## src/rtl/addr_alu_datapath_if.sv

```systemverilog
// rtl/addr_alu_datapath_if.sv - controller-facing bus of the address/ALU datapath slice
interface addr_alu_datapath_if;
  logic [7:0]  DB;
  logic [7:0]  REG;
  logic [7:0]  M;
  logic [4:0]  abl_op;
  logic        abl_ci;
  logic [3:0]  abh_op;
  logic        cond;
  logic        ld_pc;
  logic        inc_pc;
  logic        ld_ahl;
  logic [4:0]  alu_op;
  logic        alu_ci;
  logic        alu_si;
  logic [15:0] AD;
  logic [15:0] PC;
  logic        abl_co;
  logic        pcl_co;
  logic [7:0]  alu_out;
  logic        alu_co;
  logic        alu_v;
  logic        adjh;
  logic        adjl;

  modport master (
    output DB, REG, M, abl_op, abl_ci, abh_op, cond, ld_pc, inc_pc, ld_ahl,
           alu_op, alu_ci, alu_si,
    input  AD, PC, abl_co, pcl_co, alu_out, alu_co, alu_v, adjh, adjl
  );

  modport slave (
    input  DB, REG, M, abl_op, abl_ci, abh_op, cond, ld_pc, inc_pc, ld_ahl,
           alu_op, alu_ci, alu_si,
    output AD, PC, abl_co, pcl_co, alu_out, alu_co, alu_v, adjh, adjl
  );
endinterface

```

## src/rtl/addr_alu_datapath.sv

```systemverilog
// rtl/addr_alu_datapath.sv - 65C02 address generation (ABL/ABH/PC) and 8-bit ALU slice
module addr_alu_datapath #(
  parameter logic [15:0] RESET_PC = 16'h0000
) (
  input logic           clk,
  input logic           RST,
  addr_alu_datapath_if.slave bus
);

  logic [7:0] abl_q, abh_q, ahl_q, pcl_q, pch_q;
  logic [7:0] adl_base, adl_add, adl, adh_base, adh;
  logic [8:0] adl_sum;
  logic [7:0] pcl_src, pcl_d, pch_d;
  logic [8:0] pcl_sum;

  always_comb begin
    adl_base = 8'h00;
    case (bus.abl_op[4:3])
      2'b00:   adl_base = abl_q;
      2'b01:   adl_base = pcl_q;
      2'b10:   adl_base = ahl_q;
      default: adl_base = 8'h00;
    endcase
    adl_add = 8'h00;
    case (bus.abl_op[2:1])
      2'b00:   adl_add = 8'h00;
      2'b01:   adl_add = bus.DB;
      2'b10:   adl_add = bus.REG;
      default: adl_add = 8'hFF;
    endcase
    // Conditional addend drops only the offset; the carry-in still applies
    if (bus.abl_op[0] && !bus.cond)
      adl_add = 8'h00;
    adl_sum = {1'b0, adl_base} + {1'b0, adl_add} + {8'd0, bus.abl_ci};
    adl     = adl_sum[7:0];
  end

  always_comb begin
    adh_base = 8'h00;
    case (bus.abh_op[3:2])
      2'b00:   adh_base = abh_q;
      2'b01:   adh_base = pch_q;
      2'b10:   adh_base = bus.DB;
      default: adh_base = 8'h00;
    endcase
    adh = adh_base;
    case (bus.abh_op[1:0])
      2'b00:   adh = adh_base;
      2'b01:   adh = adh_base + {7'd0, adl_sum[8]};
      2'b10:   adh = adh_base + 8'hFF + {7'd0, adl_sum[8]};
      default: adh = 8'h01;
    endcase
  end

  always_comb begin
    pcl_src = bus.ld_pc ? adl : pcl_q;
    pcl_sum = {1'b0, pcl_src} + {8'd0, bus.inc_pc};
    pcl_d   = pcl_sum[7:0];
    pch_d   = (bus.ld_pc ? adh : pch_q) + {7'd0, pcl_sum[8]};
  end

  always_ff @(posedge clk or negedge RST) begin
    if (!RST) begin
      abl_q <= 8'h00;
      abh_q <= 8'h00;
      ahl_q <= 8'h00;
      pcl_q <= RESET_PC[7:0];
      pch_q <= RESET_PC[15:8];
    end else begin
      abl_q <= adl;
      abh_q <= adh;
      pcl_q <= pcl_d;
      pch_q <= pch_d;
      if (bus.ld_ahl)
        ahl_q <= bus.DB;
    end
  end

  assign bus.AD     = {adh, adl};
  assign bus.PC     = {pch_q, pcl_q};
  assign bus.abl_co = adl_sum[8];
  assign bus.pcl_co = pcl_sum[8];

  logic [7:0] alu_b, alu_res;
  logic [8:0] alu_sum;
  logic [4:0] alu_lo;
  logic       alu_c, alu_ovf, alu_adjh, alu_adjl;

  // Only SBC/CMP sees the inverted operand; V uses the operand actually added
  always_comb begin
    alu_b    = (bus.alu_op == 5'b00100) ? ~bus.M : bus.M;
    alu_sum  = 9'd0;
    alu_lo   = 5'd0;
    alu_res  = bus.M;
    alu_c    = 1'b0;
    alu_ovf  = 1'b0;
    alu_adjh = 1'b0;
    alu_adjl = 1'b0;
    case (bus.alu_op)
      5'b00000: alu_res = bus.REG | bus.M;
      5'b00001: alu_res = bus.REG & bus.M;
      5'b00010: alu_res = bus.REG ^ bus.M;
      5'b00011, 5'b00100: begin
        alu_sum  = {1'b0, bus.REG} + {1'b0, alu_b} + {8'd0, bus.alu_ci};
        alu_lo   = {1'b0, bus.REG[3:0]} + {1'b0, alu_b[3:0]} + {4'd0, bus.alu_ci};
        {alu_c, alu_res} = alu_sum;
        alu_ovf  = (bus.REG[7] == alu_b[7]) && (alu_sum[7] != bus.REG[7]);
        if (bus.alu_op == 5'b00011) begin
          alu_adjl = alu_lo > 5'd9;
          alu_adjh = alu_sum > 9'h099;
        end else begin
          alu_adjl = ~alu_lo[4];
          alu_adjh = ~alu_sum[8];
        end
      end
      5'b00101: {alu_c, alu_res} = {1'b0, bus.REG} + {8'd0, bus.alu_ci};
      5'b00110: {alu_c, alu_res} = {1'b0, bus.M} + {8'd0, bus.alu_ci};
      5'b00111: {alu_c, alu_res} = {1'b0, bus.REG} + 9'h0FF + {8'd0, bus.alu_ci};
      5'b01000: {alu_c, alu_res} = {bus.REG, bus.alu_si};
      5'b01001: {alu_res, alu_c} = {bus.alu_si, bus.REG};
      5'b01010: {alu_c, alu_res} = {bus.M, bus.alu_si};
      5'b01011: {alu_res, alu_c} = {bus.alu_si, bus.M};
      default: begin
        alu_res = bus.M;
        alu_c   = 1'b0;
      end
    endcase
  end

  assign bus.alu_out = alu_res;
  assign bus.alu_co  = alu_c;
  assign bus.alu_v   = alu_ovf;
  assign bus.adjh    = alu_adjh;
  assign bus.adjl    = alu_adjl;

endmodule

```

## src/flat_wrapper.sv

```systemverilog
// flat-port wrapper written by rule: the top's interface ports become plain ports
module addr_alu_datapath_flat 
#(
  parameter logic [15:0] RESET_PC = 16'h0000
)
  (clk, RST, bus_DB, bus_REG, bus_M, bus_abl_op, bus_abl_ci, bus_abh_op, bus_cond, bus_ld_pc, bus_inc_pc, bus_ld_ahl, bus_alu_op, bus_alu_ci, bus_alu_si, bus_AD, bus_PC, bus_abl_co, bus_pcl_co, bus_alu_out, bus_alu_co, bus_alu_v, bus_adjh, bus_adjl);
  addr_alu_datapath_if bus_i ();
  input logic clk;
  input logic RST;
  input wire logic [$bits(bus_i.DB)-1:0] bus_DB;
  input wire logic [$bits(bus_i.REG)-1:0] bus_REG;
  input wire logic [$bits(bus_i.M)-1:0] bus_M;
  input wire logic [$bits(bus_i.abl_op)-1:0] bus_abl_op;
  input wire logic [$bits(bus_i.abl_ci)-1:0] bus_abl_ci;
  input wire logic [$bits(bus_i.abh_op)-1:0] bus_abh_op;
  input wire logic [$bits(bus_i.cond)-1:0] bus_cond;
  input wire logic [$bits(bus_i.ld_pc)-1:0] bus_ld_pc;
  input wire logic [$bits(bus_i.inc_pc)-1:0] bus_inc_pc;
  input wire logic [$bits(bus_i.ld_ahl)-1:0] bus_ld_ahl;
  input wire logic [$bits(bus_i.alu_op)-1:0] bus_alu_op;
  input wire logic [$bits(bus_i.alu_ci)-1:0] bus_alu_ci;
  input wire logic [$bits(bus_i.alu_si)-1:0] bus_alu_si;
  output wire logic [$bits(bus_i.AD)-1:0] bus_AD;
  output wire logic [$bits(bus_i.PC)-1:0] bus_PC;
  output wire logic [$bits(bus_i.abl_co)-1:0] bus_abl_co;
  output wire logic [$bits(bus_i.pcl_co)-1:0] bus_pcl_co;
  output wire logic [$bits(bus_i.alu_out)-1:0] bus_alu_out;
  output wire logic [$bits(bus_i.alu_co)-1:0] bus_alu_co;
  output wire logic [$bits(bus_i.alu_v)-1:0] bus_alu_v;
  output wire logic [$bits(bus_i.adjh)-1:0] bus_adjh;
  output wire logic [$bits(bus_i.adjl)-1:0] bus_adjl;
  assign bus_i.DB = bus_DB;
  assign bus_i.REG = bus_REG;
  assign bus_i.M = bus_M;
  assign bus_i.abl_op = bus_abl_op;
  assign bus_i.abl_ci = bus_abl_ci;
  assign bus_i.abh_op = bus_abh_op;
  assign bus_i.cond = bus_cond;
  assign bus_i.ld_pc = bus_ld_pc;
  assign bus_i.inc_pc = bus_inc_pc;
  assign bus_i.ld_ahl = bus_ld_ahl;
  assign bus_i.alu_op = bus_alu_op;
  assign bus_i.alu_ci = bus_alu_ci;
  assign bus_i.alu_si = bus_alu_si;
  assign bus_AD = bus_i.AD;
  assign bus_PC = bus_i.PC;
  assign bus_abl_co = bus_i.abl_co;
  assign bus_pcl_co = bus_i.pcl_co;
  assign bus_alu_out = bus_i.alu_out;
  assign bus_alu_co = bus_i.alu_co;
  assign bus_alu_v = bus_i.alu_v;
  assign bus_adjh = bus_i.adjh;
  assign bus_adjl = bus_i.adjl;
  addr_alu_datapath #(.RESET_PC(RESET_PC)) u_core (.clk(clk), .RST(RST), .bus(bus_i));
endmodule
```

## config.mk

```make
export PLATFORM = sky130hd
export DESIGN_NAME = addr_alu_datapath_flat
export DESIGN_NICKNAME = d
export VERILOG_FILES = /design/src/rtl/addr_alu_datapath_if.sv /design/src/rtl/addr_alu_datapath.sv /design/src/flat_wrapper.sv
export SDC_FILE = /design/constraint.sdc
export NUM_CORES = 1
export LEC_CHECK = 0
export ABC_AREA = 1
export BUFFER_PORTS_ARGS = -buffer_cell sky130_fd_sc_hd__buf_4
export CORE_ASPECT_RATIO = 0.7
export CORE_MARGIN = 2
export CORE_UTILIZATION = 35
export CTS_BUF_LIST = sky130_fd_sc_hd__clkbuf_4
export DETAILED_ROUTE_END_ITERATION = 10
export SLEW_MARGIN = 20
export SYNTH_ARGS = -nofsm -noshare
export SYNTH_HDL_FRONTEND = slang
export SYNTH_SLANG_ARGS = --single-unit
```

## constraint.sdc

```tcl
create_clock -name clk -period 4.29 [get_ports clk]
set_clock_uncertainty 0.2 [all_clocks]
set_input_delay 0 -clock clk [delete_from_list [all_inputs] [get_ports clk]]
set_output_delay 0 -clock clk [all_outputs]
set_load 0.01 [all_outputs]
```

==> results of run 1 <==
[per-stage QoR]
stage | TNS, ns | total power [mW] | cell area, sq um
floorplan | 0 | 1.08 | 4730
global route | -0.251 | 1.95 | 6250
finish | 0 | 1.80 | 6250
detailed placement | -0.0177 | 1.49 | 5670
CTS | 0 | 1.74 | 6080
global placement | 0 | 1.48 | 5670
[state kept, by name (all words and copies together), names as in the netlist]
name	count
u_core.abh_q	8
u_core.abl_q	8
u_core.ahl_q	8
u_core.pch_q	8
u_core.pcl_q	8
[power breakdown]
part | switching, mW | internal, mW | leakage (nW)
clock | 0.139 | 0.0690 | 0.0293
sequential | 0.0544 | 0.479 | 0.485
combinational | 0.613 | 0.449 | 2.64
total | 0.807 | 0.997 | 3.16
[final timing paths]
path,startpoint,endpoint,slack (ns),depth (start not counted)
setup / recovery,u_core.pcl_q[0],u_core.pch_q[6],0.13,28
hold / removal,bus_cond,u_core.abl_q[0],0.09,6
setup reg to reg,u_core.pcl_q[0],u_core.pch_q[6],0.13,28
hold reg to reg,u_core.pcl_q[2],u_core.pcl_q[2],0.49,3
max in group asynchronous,RST,u_core.pcl_q[5],3.20,4
min in group asynchronous,RST,u_core.ahl_q[3],0.48,4
[cells by family after synthesis]
logic type,synth area share
buffers and inverters,0.0983
AO/OA/AOI/OAI,0.171
XOR/XNOR,0.0481
AND/OR/NAND/NOR,0.338
adder cells (fa/ha/maj),0.133
flip-flops,0.211
[repair_timing]
item	in CTS	in global routing
setup endpoints to repair	2	15
cloned	0	0
resized for setup	2	30
hold buffers	33	0
setup buffers	0	7
pin swaps	0	13
hold endpoints to repair	63	0
[per-layer routing]
layer,up-vias,track usage
li1,2616,-
met1,2462,0.348
met2,231,0.322
met3,20,0.0525
met4,0,0.0312
met5,-,0
[placed cells by master (no fill, tap or decap), drive strengths merged, types with 27 or more instances in the layout]
master and count:
nand2 163, inv 109, dlygate4sd3 31, nand3 61
nor2 72, o21ai 40, ha 44, dfrtp 40
buf 109, a21oi 27
[layout make-up]
cell class,instances,area [sq um]
tap,185,231
inverter,110,415
timing repair buffer,141,1150
multi-input combinational,537,3390
antenna,1,2.50
clock buffer,6,45.0
sequential,40,1000
fill,1365,6930
clock inverter,2,11.3
[worst max-delay path, delay by kind of cell (launching register included)]
kind | cells | cell delay (ns)
adders and majority gates | 5 | 1.52
and+or+nand+nor | 14 | 1.17
AOI/OAI and AO/OA | 5 | 0.48
DFF | 1 | 0.41
buffers and inverters | 4 | 0.28
==> impl_metrics.env, run 1 <==
export IMPL_run_status="finished, final reports clean"
export IMPL_drive_above_1_share=0.218
export IMPL_antenna_found_initial=1
export IMPL_die_x_um=143
export IMPL_clk_latency_ns=0.36
export IMPL_rsz0062_at_grt="yes"
export IMPL_power_density_nw_per_um2=289
export IMPL_worstSetupPathType="reg2reg"
export IMPL_ys_seq_area_frac=0.211
export IMPL_num_vias=5329
export IMPL_hpwl_mm=13.1
export IMPL_fin_util=0.474
export IMPL_cp_data_required_time_ns=4.34
export IMPL_grt_max_degree=41
export IMPL_setup_slack_ns=0.129
export IMPL_netlist_instances=698
export IMPL_rows=35
export IMPL_cts_buffers=5
export IMPL_cts_tree="built"
export IMPL_wl_met3_mm=1.35
export IMPL_htree_levels=2
export IMPL_synthTopCellsByCount="nand2_1 (157), inv_1 (105), nor2_1 (60)"
export IMPL_finalHoldViolations=0
export IMPL_power_leakage_nw=3.16
export IMPL_synthDistinctLibCells=45
export IMPL_worstSetupStartpointType="flop"
export IMPL_finalSetupViolCount=0
export IMPL_grt_overflow=0
export IMPL_synth_top_area_frac=0.211
export IMPL_endpoint_kind="flop"
export IMPL_instances_no_fill=1022
export IMPL_topRoutingLayerUsed="met4"
export IMPL_start_util=0.359
export IMPL_routabilityCongestion=0.920
export IMPL_grt_pass1_vias=5066
export IMPL_cts_root_buf="clkbuf_4"
export IMPL_arrival_ns=4.21
export IMPL_drcViolationCount=0
export IMPL_whs_ns=0.0856
export IMPL_wl_per_cell_um=16.1
export IMPL_ys_flop_type="dfrtp_1"
export IMPL_dp_worst_setup_slack_ns=-0.0177
export IMPL_cts_max_path_buffers=2
export IMPL_grt_pass1_wl_mm=26.0
export IMPL_synth_area_leaders="dfrtp_1 (21%), nand2_1 (12%), ha_1 (12%), inv_1 (8.3%), nand3_1 (5.3%)"
export IMPL_max_vdd_ir_drop_mv=0.274
export IMPL_cpPeakStageDelay_ns=0.43
export IMPL_grt_use_total=0.225
export IMPL_wl_met1_mm=8.28
export IMPL_path_clk_slew_ns=0.14
export IMPL_slew_headroom=0.493
export IMPL_slew_violations=0
export IMPL_synthArstFlopShare=1.00
export IMPL_die_h_um=101
export IMPL_avgSynthCellArea_sq_um=6.78
export IMPL_finalCriticalPeriod_ns=4.16
export IMPL_routed_wl_met2_mm=6.67
export IMPL_cp_max_fo=3
export IMPL_dr_pass1_iters=5
export IMPL_yosysMostFrequentCell="nand2_1"
export IMPL_fmax_mhz=240
export IMPL_coreArea_sq_um=13200
export IMPL_routed_wl_mm=16.5
export IMPL_synth_edf_count=0
export IMPL_ys_seq_elements=40
export IMPL_synthesis_nets=793
export IMPL_synth_largest_area_cell="dfrtp_1"
export IMPL_synth_area_sq_um=4730
export IMPL_clock_sinks=40
export IMPL_crit_top_cell="nand2_1"
export IMPL_area_growth_pct=32.0
export IMPL_io_buffers=92
export IMPL_first_iter_violations=504
export IMPL_worstMarginPinSlew_ns=0.758
export IMPL_dp_cells=973
export IMPL_ios=93
export IMPL_ant_nets=0
export IMPL_die_area_sq_um=14500
export IMPL_via_per_inst=5.21
export IMPL_yosys_warnings=0
export IMPL_max_cap_violations=0
export IMPL_hp_class="in2reg"
export IMPL_cp_slowest_cell="fa_2"
export IMPL_timing_final_crit_share=0.970
export IMPL_final_nets=930
Note: power is estimated with default switching activity, not from simulation.
==> inputs of run 2 (changes only) <==
--- a/config.mk
+++ b/config.mk
@@ -9,7 +9,7 @@
 export BUFFER_PORTS_ARGS = -buffer_cell sky130_fd_sc_hd__buf_4
 export CORE_ASPECT_RATIO = 0.7
 export CORE_MARGIN = 2
-export CORE_UTILIZATION = 35
+export CORE_UTILIZATION = 39
 export CTS_BUF_LIST = sky130_fd_sc_hd__clkbuf_4
 export DETAILED_ROUTE_END_ITERATION = 10
 export SLEW_MARGIN = 20
==> impl_metrics.env, run 2 (same netlist as run 1, synthesis figures left out) <==
export IMPL_run_status="finished, final reports clean"
export IMPL_clock_sinks=40
export IMPL_antenna_found_initial=0
export IMPL_path_clk_slew_ns=0.15
export IMPL_finalSetupViolCount=0
export IMPL_cts_buffers=5
export IMPL_cp_data_required_time_ns=4.36
export IMPL_htree_levels=2
export IMPL_worstRegToRegCells=26
export IMPL_tns_ns=0
export IMPL_hp_class="in2reg"
export IMPL_ios=93
export IMPL_reg2reg_slack_ns=0.23
export IMPL_n_antenna_cell=0
export IMPL_holdCritStartpoint="bus_abh_op[2]"
export IMPL_routabilityCongestion=0.940
export IMPL_dr_pass1_iters=5
export IMPL_io_buffers=92
export IMPL_first_iter_violations=488
export IMPL_finalCriticalPeriod_ns=4.06
export IMPL_coreArea_sq_um=11800
export IMPL_fin_area_sq_um=6130
export IMPL_hpwl_mm=13.3
export IMPL_hold_depth=7
export IMPL_power_leakage_nw=3.13
export IMPL_cts_root_buf="clkbuf_4"
export IMPL_cpPeakStageDelay_ns=0.41
export IMPL_drcViolationCount=0
export IMPL_slew_headroom=0.553
export IMPL_max_cap_violations=0
export IMPL_drive_above_1_share=0.199
export IMPL_finalHoldViolations=0
export IMPL_clk_latency_ns=0.38
export IMPL_wl_per_cell_um=16.7
export IMPL_power_density_nw_per_um2=299
export IMPL_grt_use_total=0.256
export IMPL_cp_max_fo=3
export IMPL_whs_ns=0.109
export IMPL_rsz0062_at_grt="yes"
export IMPL_min_to="u_core.abh_q[6]"
export IMPL_place_area_sq_um=5630
export IMPL_p_total_mw=1.83
export IMPL_die_h_um=96.2
export IMPL_crit_top_cell="nand2_1"
export IMPL_fmax_mhz=246
export IMPL_fin_util=0.521
export IMPL_worstSetupStartpointType="flop"
export IMPL_grt_pass1_vias=4917
export IMPL_final_nets=925
export IMPL_grt_overflow=0
export IMPL_worstSetupPathType="reg2reg"
export IMPL_grt_max_degree=41
export IMPL_cp_slowest_cell="fa_2"
export IMPL_start_util=0.402
export IMPL_dp_cells=944
export IMPL_area_growth_pct=29.6
export IMPL_arrival_ns=4.12
export IMPL_die_area_sq_um=13000
export IMPL_ant_nets=0
export IMPL_most_common_layout_cells="nand2_1 (157), inv_1 (104), buf_4 (102), nor2_1 (59), nand3_1 (48)"
export IMPL_max_vdd_ir_drop_mv=0.292
export IMPL_instances_no_fill=988
export IMPL_r2r_end="u_core.pch_q[4]"
export IMPL_cts_max_path_buffers=2
export IMPL_routed_wl_mm=16.5
export IMPL_dp_worst_setup_slack_ns=0.0741
export IMPL_cts_tree="built"
export IMPL_rows=33
export IMPL_endpoint_kind="flop"
export IMPL_r2r_start="u_core.ahl_q[0]"
export IMPL_setup_slack_ns=0.233
export IMPL_grt_pass1_wl_mm=25.9
export IMPL_die_x_um=136
export IMPL_worstMarginPinSlew_ns=0.668
export IMPL_timing_final_crit_share=0.946
export IMPL_slew_violations=0
export IMPL_layout_commonest_cell="nand2_1"
export IMPL_num_vias=5280
export IMPL_via_per_inst=5.34
## run 2: cell count changes in the layout (fill, tap and decap cells not counted), sizes merged
cell / change
dlygate4sd3: +2
clkbuf: -1
inv: +1
diode: -1
dlymetal6s4s: -1
clkinv: -1
bufinv: +1
buf: -6
## run 2: power breakdown
| group | switching [mW] | internal (mW) | total, mW |
|---|---|---|---|
| registers | 0.0514 | 0.479 | 0.530 |
| logic | 0.594 | 0.426 | 1.02 |
| clock network | 0.157 | 0.125 | 0.282 |
## run 2: critical path: cells and delay by family, from the launching register on
kind	cells	cell delay (ns)
compound gates	5	0.60
xor+xnor	1	0.12
fa+ha+maj	5	1.45
buf+inv	4	0.24
flops	1	0.40
simple gates	11	0.94
## run 2: what timing repair did
| item | CTS | global route |
|---|---|---|
| gates resized for setup | 0 | 14 |
| setup endpoints to repair | 0 | 14 |
| endpoints found under the hold margin | 67 | 0 |
| hold buffers | 34 | 0 |
| buffers inserted | 0 | 2 |
## run 2: how the worst max path moves through the flow
stage | slack (ns) | cells after the start | end | startpoint
2_1_floorplan | 0.36 | 29 | u_core.pch_q[7] | bus_abl_op[1]
3_3_place_gp | 0.13 | 28 | u_core.pch_q[7] | bus_cond
3_5_place_dp | 0.07 | 27 | u_core.pch_q[7] | bus_abl_op[2]
4_1_cts | 0.05 | 25 | u_core.pch_q[7] | u_core.ahl_q[0]
5_1_grt | -0.05 | 27 | u_core.pch_q[6] | u_core.ahl_q[0]
6_report | 0.23 | 26 | u_core.pch_q[4] | u_core.ahl_q[0]
## run 2: area by class of cell
cell class,instances,area (sq um)
Fill cell,1179,5630
Tap cell,157,196
Multi-Input combinational cell,537,3320
Timing Repair Buffer,136,1120
Clock inverter,3,46.3
Sequential cell,40,1000
Inverter,110,415
Clock buffer,5,37.5
## run 2: routing by layer
metal / track usage / vias up / share of wire
li1: - / 2603 / -
met1: 0.408 / 2469 / 0.51
met2: 0.358 / 198 / 0.40
met3: 0.0432 / 10 / 0.081
met4: 0.0417 / 0 / 0.0053
met5: 0 / - / 0
==> inputs of run 3 (changes only) <==
--- a/config.mk
+++ b/config.mk
@@ -7,11 +7,15 @@
 export LEC_CHECK = 0
 export ABC_AREA = 1
 export BUFFER_PORTS_ARGS = -buffer_cell sky130_fd_sc_hd__buf_4
+export CELL_PAD_IN_SITES_DETAIL_PLACEMENT = 1
+export CELL_PAD_IN_SITES_GLOBAL_PLACEMENT = 1
 export CORE_ASPECT_RATIO = 0.7
 export CORE_MARGIN = 2
 export CORE_UTILIZATION = 39
 export CTS_BUF_LIST = sky130_fd_sc_hd__clkbuf_4
 export DETAILED_ROUTE_END_ITERATION = 10
+export HOLD_SLACK_MARGIN = 0.02
+export PLACE_DENSITY_LB_ADDON = 0.1
 export SLEW_MARGIN = 20
 export SYNTH_ARGS = -nofsm -noshare
 export SYNTH_HDL_FRONTEND = slang
==> impl_metrics.env, run 3 (same netlist as run 1, synthesis figures left out) <==
export IMPL_run_status="finished, final reports clean"
export IMPL_slew_violations=0
export IMPL_grt_overflow=0
export IMPL_finalHoldViolations=0
export IMPL_hp_class="in2reg"
export IMPL_worstSetupPathType="reg2reg"
export IMPL_worstSetupStartpointType="flop"
export IMPL_rows=33
export IMPL_ios=93
export IMPL_finalSetupViolCount=0
export IMPL_crit_top_cell="nand2_1"
export IMPL_via_per_inst=5.55
export IMPL_drcViolationCount=0
export IMPL_die_x_um=136
export IMPL_instances_no_fill=991
export IMPL_timing_final_crit_share=0.952
export IMPL_slew_headroom=0.454
export IMPL_grt_pass1_wl_mm=29.1
export IMPL_wl_per_cell_um=19.2
export IMPL_max_cap_violations=0
export IMPL_power_leakage_nw=3.13
export IMPL_routed_wl_mm=19.0
export IMPL_die_area_sq_um=13000
export IMPL_cp_slowest_cell="fa_2"
export IMPL_area_growth_pct=30.0
export IMPL_crit_family="adder cells"
export IMPL_ant_nets=0
export IMPL_cts_max_path_buffers=2
export IMPL_rsz0062_at_grt="yes"
export IMPL_endpoint_kind="flop"
export IMPL_cts_tree="built"
export IMPL_path_clk_slew_ns=0.14
export IMPL_drive_above_1_share=0.206
export IMPL_path_buf_inv=4
export IMPL_fmax_mhz=245
export IMPL_power_density_nw_per_um2=296
export IMPL_cpPeakStageDelay_ns=0.41
export IMPL_clk_latency_ns=0.38
export IMPL_max_vdd_ir_drop_mv=0.260
export IMPL_cp_data_required_time_ns=4.38
export IMPL_final_nets=928
export IMPL_dr_pass1_iters=4
export IMPL_num_vias=5503
export IMPL_hpwl_mm=14.6
export IMPL_tns_ns=0
export IMPL_arrival_ns=4.17
export IMPL_dp_cells=946
export IMPL_worstMarginPinSlew_ns=0.817
export IMPL_start_util=0.402
export IMPL_clock_sinks=40
export IMPL_finalCriticalPeriod_ns=4.08
export IMPL_cp_max_fo=3
export IMPL_cts_buffers=5
export IMPL_grt_use_total=0.286
export IMPL_io_buffers=92
export IMPL_routabilityCongestion=0.945
export IMPL_layout_commonest_cell="nand2_1"
export IMPL_die_h_um=96.2
export IMPL_grt_max_degree=41
export IMPL_whs_ns=0.0937
export IMPL_grt_pass1_vias=5590
export IMPL_antenna_found_initial=1
export IMPL_coreArea_sq_um=11800
export IMPL_first_iter_violations=340
export IMPL_cts_root_buf="clkbuf_4"
export IMPL_most_common_layout_cells="nand2_1 (157), buf_4 (105), inv_1 (103), nor2_1 (59), nand3_1 (47)"
export IMPL_htree_levels=2
run 3: report_power, final:
part | total, mW | leakage [nW] | internal [mW] | switching (mW)
Sequential | 0.539 | 0.485 | 0.479 | 0.0599
Combinational | 1.07 | 2.62 | 0.440 | 0.631
Clock | 0.212 | 0.0271 | 0.0600 | 0.152
run 3: final timing paths:
check                      cells past startpoint  slack (ns)               to            start
setup / recovery                              28        0.21  u_core.pch_q[6]  u_core.ahl_q[0]
hold / removal                                 5        0.09  u_core.abh_q[1]    bus_abh_op[3]
setup reg to reg                              28        0.21  u_core.pch_q[6]  u_core.ahl_q[0]
hold reg to reg                                4        0.51  u_core.pcl_q[7]  u_core.pcl_q[7]
max in group asynchronous                      4        3.22  u_core.pcl_q[4]              RST
min in group asynchronous                      4        0.45  u_core.abh_q[7]              RST
run 3: layout make-up:
class                   instances  area, sq um
fillers                      1602         5610
multi-input cells             537         3350
repair buffers                139         1140
flip-flops and latches         40         1000
inverters                     110          415
well taps                     157          196
clock buffers                   5         37.5
clock inverters                 2         12.5
diodes                          1         2.50
run 3: metal layers:
| layer | track usage | share of wire |
|---|---|---|
| met3 | 0.0595 | 0.075 |
| met2 | 0.452 | 0.45 |
| met5 | 0 | 0 |
| met1 | 0.407 | 0.46 |
| met4 | 0.0538 | 0.015 |
run 3: timing repair:
action / in CTS / in global routing
pin swaps: 0 / 6
hold buffers: 34 / 0
setup buffers: 0 / 3
endpoints found under the hold margin: 67 / 0
gates resized for setup: 1 / 20
endpoints found under the setup margin: 2 / 12
run 3: through the flow:
stage / utilization / worst slack (ns) / area (sq um) / power, mW
2_1_floorplan: - / 0.357 / 4730 / 1.08
3_3_place_gp: 0.480 / 0.186 / 5650 / 1.49
3_5_place_dp: 0.480 / -0.00131 / 5650 / 1.53
4_1_cts: 0.514 / 0.0391 / 6050 / 1.76
5_1_grt: 0.523 / -0.0633 / 6150 / 1.96
6_report: 0.523 / 0.206 / 6150 / 1.82
run 3: worst register-to-register path, delay by kind of cell (launching register included):
family / cells / cell delay, ns
simple gates: 14 / 1.14
compound gates: 5 / 0.55
buf+inv: 4 / 0.25
fa+ha+maj: 5 / 1.45
flops: 1 / 0.40
